--- src/rtl/lcd_bus_responder.sv ---
// lcd_bus_responder: HD44780-style LCD bus receiver keeping a 2x16 display RAM shadow, AC and control flags
module lcd_bus_responder #(
  parameter int SYNC_STAGES = 2
) (
  input  logic       CLK_1MHz,
  input  logic       RST,
  input  logic       LCD_E,
  input  logic       LCD_RS,
  input  logic       LCD_RW,
  input  logic [7:0] LCD_DATA,
  input  logic [4:0] RD_ADDR,
  output logic [7:0] RD_CHAR,
  output logic [6:0] AC,
  output logic       DISPLAY_ON,
  output logic       CURSOR_ON,
  output logic       BLINK_ON,
  output logic       INC_MODE,
  output logic [2:0] FUNC_BITS,
  output logic       BUSY,
  output logic       WR_STROBE,
  output logic [6:0] WR_ADDR,
  output logic [7:0] WR_CHAR,
  output logic       CMD_STROBE,
  output logic [7:0] CMD_CODE,
  output logic       READ_SEEN,
  output logic       OVERRUN
);
  typedef enum logic {IDLE, FILL} state_t;
  state_t r_state;
  logic [SYNC_STAGES:0] r_sync;
  logic [4:0] r_fill_idx;
  logic [7:0] r_ram [32];
  logic w_event, w_mapped;
  logic [4:0] w_cell;
  logic [6:0] w_ac_inc, w_ac_dec, w_ac_step;
  // top bit is the previous value of the last synchronizer stage
  assign w_event = r_sync[SYNC_STAGES] & ~r_sync[SYNC_STAGES-1];
  assign w_ac_inc = AC == 7'h27 ? 7'h40 : AC == 7'h67 ? 7'h00 : AC + 7'd1;
  assign w_ac_dec = AC == 7'h40 ? 7'h27 : AC == 7'h00 ? 7'h67 : AC - 7'd1;
  assign w_ac_step = INC_MODE ? w_ac_inc : w_ac_dec;
  assign w_mapped = AC[6:4] == 3'b000 || AC[6:4] == 3'b100;
  assign w_cell = {AC[6], AC[3:0]};
  assign BUSY = r_state == FILL;
  always_ff @(posedge CLK_1MHz) begin
    WR_STROBE <= 1'b0;
    CMD_STROBE <= 1'b0;
    READ_SEEN <= 1'b0;
    OVERRUN <= 1'b0;
    RD_CHAR <= r_ram[RD_ADDR];
    if (RST) begin
      r_state <= FILL;
      r_fill_idx <= '0;
      r_sync <= '0;
      AC <= '0;
      INC_MODE <= 1'b1;
      DISPLAY_ON <= 1'b0;
      CURSOR_ON <= 1'b0;
      BLINK_ON <= 1'b0;
      FUNC_BITS <= '0;
      WR_ADDR <= '0;
      WR_CHAR <= '0;
      CMD_CODE <= '0;
      RD_CHAR <= '0;
    end else begin
      r_sync <= {r_sync[SYNC_STAGES-1:0], LCD_E};
      if (r_state == FILL) begin
        r_ram[r_fill_idx] <= 8'h20;
        r_fill_idx <= r_fill_idx + 5'd1;
        if (r_fill_idx == 5'd31) r_state <= IDLE;
        OVERRUN <= w_event;
      end else if (w_event) begin
        if (LCD_RW) READ_SEEN <= 1'b1;
        else if (LCD_RS) begin
          WR_STROBE <= 1'b1;
          WR_ADDR <= AC;
          WR_CHAR <= LCD_DATA;
          if (w_mapped) r_ram[w_cell] <= LCD_DATA;
          AC <= w_ac_step;
        end else begin
          CMD_STROBE <= 1'b1;
          CMD_CODE <= LCD_DATA;
          casez (LCD_DATA)
            8'b1???????: AC <= LCD_DATA[6:0];
            8'b001?????: FUNC_BITS <= LCD_DATA[4:2];
            8'b0001????: if (!LCD_DATA[3]) AC <= LCD_DATA[2] ? w_ac_inc : w_ac_dec;
            8'b00001???: {DISPLAY_ON, CURSOR_ON, BLINK_ON} <= LCD_DATA[2:0];
            8'b000001??: INC_MODE <= LCD_DATA[1];
            8'b0000001?: AC <= '0;
            8'b00000001: begin
              AC <= '0;
              INC_MODE <= 1'b1;
              r_state <= FILL;
              r_fill_idx <= '0;
            end
            default: ;
          endcase
        end
      end
    end
  end
endmodule

--- config.mk ---
export PLATFORM = sky130hd
export DESIGN_NAME = lcd_bus_responder
export DESIGN_NICKNAME = d
export VERILOG_FILES = /design/src/rtl/lcd_bus_responder.sv
export SDC_FILE = /design/constraint.sdc
export NUM_CORES = 1
export LEC_CHECK = 0
export CORE_MARGIN = 2
export CORE_UTILIZATION = 60
export DETAILED_ROUTE_END_ITERATION = 12
export PLACE_DENSITY = 0.8
export RECOVER_POWER = 25
export SYNTH_ARGS = -nofsm -noshare
export SYNTH_HDL_FRONTEND = slang
export SYNTH_SLANG_ARGS = --single-unit
--- constraint.sdc ---
create_clock -name CLK_1MHz -period 4.66 [get_ports CLK_1MHz]
set_input_delay 0.466 -clock CLK_1MHz [delete_from_list [all_inputs] [get_ports CLK_1MHz]]
set_output_delay 0.466 -clock CLK_1MHz [all_outputs]
set_load 0.01 [all_outputs]
==> impl_metrics.env <==
export IMPL_first_global_vias=7545
export IMPL_final_core_utilization=0.694
export IMPL_syn_instance_count=808
export IMPL_synthesis_area_per_instance_um2=16.0
export IMPL_n_fill_cell=1348
export IMPL_grt_antenna_before_repair=1
export IMPL_route_detailed_drc=0
export IMPL_tightest_slew_ps=2460
export IMPL_cts_htree_levels=1
export IMPL_finalSetupViolCount=0
export IMPL_skew_ps=15.1
export IMPL_worst_setup_path_end_kind="register"
export IMPL_core_area_um2=21100
export IMPL_design_final_nets=883
export IMPL_ys_top_cells_by_area="sky130_fd_sc_hd__edfxtp_1, sky130_fd_sc_hd__mux4_2, sky130_fd_sc_hd__dfxtp_1"
export IMPL_crit_fanout=53
export IMPL_hold_buffers=0
export IMPL_placement_rows=53
export IMPL_grt_pass1_wl_mm=45.8
export IMPL_cp_required_ps=4890
export IMPL_synthFlopType="sky130_fd_sc_hd__edfxtp_1"
export IMPL_synth_cell_type_count=62
export IMPL_ir_drop_mv=0.353
export IMPL_start_util=0.612
export IMPL_regArea_um2=8850
export IMPL_leakage_power_nw=4.67
export IMPL_tritoncts="built"
export IMPL_min_period_over_period=0.757
export IMPL_postRouteWirelength_mm=30.4
export IMPL_groute_usage_overall=0.276
export IMPL_postCtsSetupRepairBufs=0
export IMPL_cts_made_buffers=30
export IMPL_antenna_diode_count=0
export IMPL_synth_async_sr_flop_share=0
export IMPL_path_cells="buf_2 -> clkbuf_1 -> nand2b_1 -> nor3_1 -> a22oi_1 -> nor2_1"
export IMPL_via_per_inst=6.54
export IMPL_layout_cells_non_filler=1159
export IMPL_final_max_slew_viol_count=107
export IMPL_ant_nets=0
export IMPL_dp_final_hpwl_mm=18.9
export IMPL_grt_start_max_net_pins=54
export IMPL_run_status="finished with violations"
export IMPL_via_count=7585
export IMPL_min_delay_path_class="input port to register"
export IMPL_post_synth_instance_area_um2=12900
export IMPL_r2r_start="BUSY$_SDFF_PP1_"
export IMPL_timing_critical_path_buf_inv=2
export IMPL_synthToLayoutAreaGrowth_pct=13.3
export IMPL_ctsLongestPathBuffers=3
export IMPL_cp_slowest_stage_delay_ps=1740
export IMPL_die_area_um2=22700
export IMPL_detailedRoute_firstPassIterationCount=7
export IMPL_gp_congestion=0.900
export IMPL_drive_above_1_share=0.163
export IMPL_synth_seq_area_share=0.685
export IMPL_synth_net_count=830
export IMPL_cp_top_family="buffers and inverters"
export IMPL_port_bufs=67
export IMPL_finalHoldViolations=0
export IMPL_power_density_nw_per_um2=378
export IMPL_clock_root_buffer="sky130_fd_sc_hd__clkbuf_16"
export IMPL_die_y_um=151
export IMPL_cts_sinks=314
export IMPL_clock_fmax_ghz=0.283
export IMPL_r2r_cells=6
export IMPL_rsz0062_at_grt="false"
export IMPL_multi_input_comb_area_um2=3710
export IMPL_yosys_register_bits=314
export IMPL_cp_slowest_cell="sky130_fd_sc_hd__clkbuf_1"
export IMPL_cp_startpoint="RST"
export IMPL_dpl_cell_count=1104
export IMPL_hold_path_startpoint="RST"
export IMPL_detail_route_wl_per_cell_um=26.2
export IMPL_iteration_0_drc_markers=764
export IMPL_most_used_cells_in_the_layout_excluding_fill_and_tap_cells="sky130_fd_sc_hd__edfxtp_1, sky130_fd_sc_hd__mux4_2, sky130_fd_sc_hd__nor2_1"
export IMPL_critPathArrivalTime_ps=3750
export IMPL_post_synth_top_area_fraction=0.595
export IMPL_clk_insertion_delay_late_ps=560
export IMPL_worst_hold_path_num_cells=3
export IMPL_mostFrequentLayoutCell="sky130_fd_sc_hd__edfxtp_1"
export IMPL_total_of_cells_resized_after_clock_tree_synthesis=0
export IMPL_timing_setup_critical_path_class="input port to register"
export IMPL_maxCapViolations=2
export IMPL_maxSlewHeadroom=-0.637
export IMPL_grt_overflow_total=0
export IMPL_layout_min_cycle_time_ps=3530
export IMPL_worstSetupStartpointType="input port"
export IMPL_clkSlewWorstSetupHoldPaths_ps=70
export IMPL_synth_warnings=0
export IMPL_synth_largest_area_cell="sky130_fd_sc_hd__edfxtp_1"
export IMPL_fp_dieW_um=151
export IMPL_number_of_enable_type_register_cells_in_the_synthesized_netlist=256
export IMPL_fin_tns_setup_ps=0
export IMPL_violations_in_the_final_reports="max-capacitance violations, max-slew violations"
export IMPL_io_pins=68
export IMPL_critical_path_depth=6
==> power by group <==
| part | internal (W) | leakage, nW | total [W] | switching, W |
|---|---|---|---|---|
| Combinational | 0.0000920 | 1.58 | 0.000216 | 0.000124 |
| Clock | 0.00126 | 0.441 | 0.00229 | 0.00102 |
| Sequential | 0.00301 | 2.65 | 0.00303 | 0.0000131 |
| Total | 0.00437 | 4.67 | 0.00553 | 0.00116 |
==> path summary, 6_finish.rpt <==
check / end / slack (ps)
max reg2reg: r_ram[19][2]$_DFFE_PP_ / 1580
min reg2reg: r_sync[1]$_SDFF_PP0_ / 450
min: CMD_STROBE$_SDFF_PP0_ / 400
max: r_ram[10][3]$_DFFE_PP_ / 1130
==> cell type report <==
type	instances	share of cell area
Multi-Input combinational cell	417	0.253
Inverter	17	0.00436
Clock inverter	19	0.00830
Timing Repair Buffer	81	0.0512
Tap cell	275	0.0235
Clock buffer	36	0.0543
Sequential cell	314	0.605
==> worst register-to-register path, cell delays in order, from the launching register on <==
cell and delay (ps):
sky130_fd_sc_hd__dfxtp_1 440, sky130_fd_sc_hd__or2_0 380, sky130_fd_sc_hd__nor4_1 270, sky130_fd_sc_hd__clkbuf_1 490
sky130_fd_sc_hd__nand3_1 190, sky130_fd_sc_hd__o22a_1 300, sky130_fd_sc_hd__nor2_1 640
==> synthesized netlist by cell type (15+ instances only) <==
library cell               instances
sky130_fd_sc_hd__inv_1            16
sky130_fd_sc_hd__clkbuf_1         35
sky130_fd_sc_hd__edfxtp_1        256
sky130_fd_sc_hd__a21oi_1          31
sky130_fd_sc_hd__nor2_1           70
sky130_fd_sc_hd__nand2_1          49
sky130_fd_sc_hd__nor3_1           15
sky130_fd_sc_hd__mux4_2           72
sky130_fd_sc_hd__mux2i_1          21
sky130_fd_sc_hd__nor2b_1          18
sky130_fd_sc_hd__buf_2            16
sky130_fd_sc_hd__dfxtp_1          58
==> metal layers <==
layer	wire length [µm]	track usage
met1	11700	0.370
met2	14700	0.445
met3	2870	0.0676
met4	1110	0.103
met5	17	0
==> state kept, by name, summed over array words and instances, names as in the netlist <==
signal      cells
r_ram         256
CMD_CODE        8
RD_CHAR         8
WR_CHAR         8
AC              7
WR_ADDR         7
r_fill_idx      5
FUNC_BITS       3
r_sync          3
BLINK_ON        1
BUSY            1
CMD_STROBE      1
CURSOR_ON       1
DISPLAY_ON      1
INC_MODE        1
OVERRUN         1
READ_SEEN       1
WR_STROBE       1
==> per-stage QoR <==
step,hold slack [ps],setup WS [ps],total power [W],cell area [µm²]
after global placement,424,1200,0.00330,13800
final,403,1130,0.00553,14600
after floorplan,414,1950,0.00323,12900
after CTS,314,1670,0.00554,14700
after detailed placement,432,1110,0.00330,13800
after global routing,461,927,0.00566,14600
==> kinds of logic after synthesis <==
family,after synthesis,synth area share
AOI/OAI and AO/OA,105,0.0560
xor gates and xnor gates,8,0.00543
adders and majority gates,4,0.00388
buffers and inverters,77,0.0260
DFF,314,0.685
muxes,96,0.145
and+or+nand+nor,204,0.0788
No activity file was read; power rests on OpenSTA's default activity.
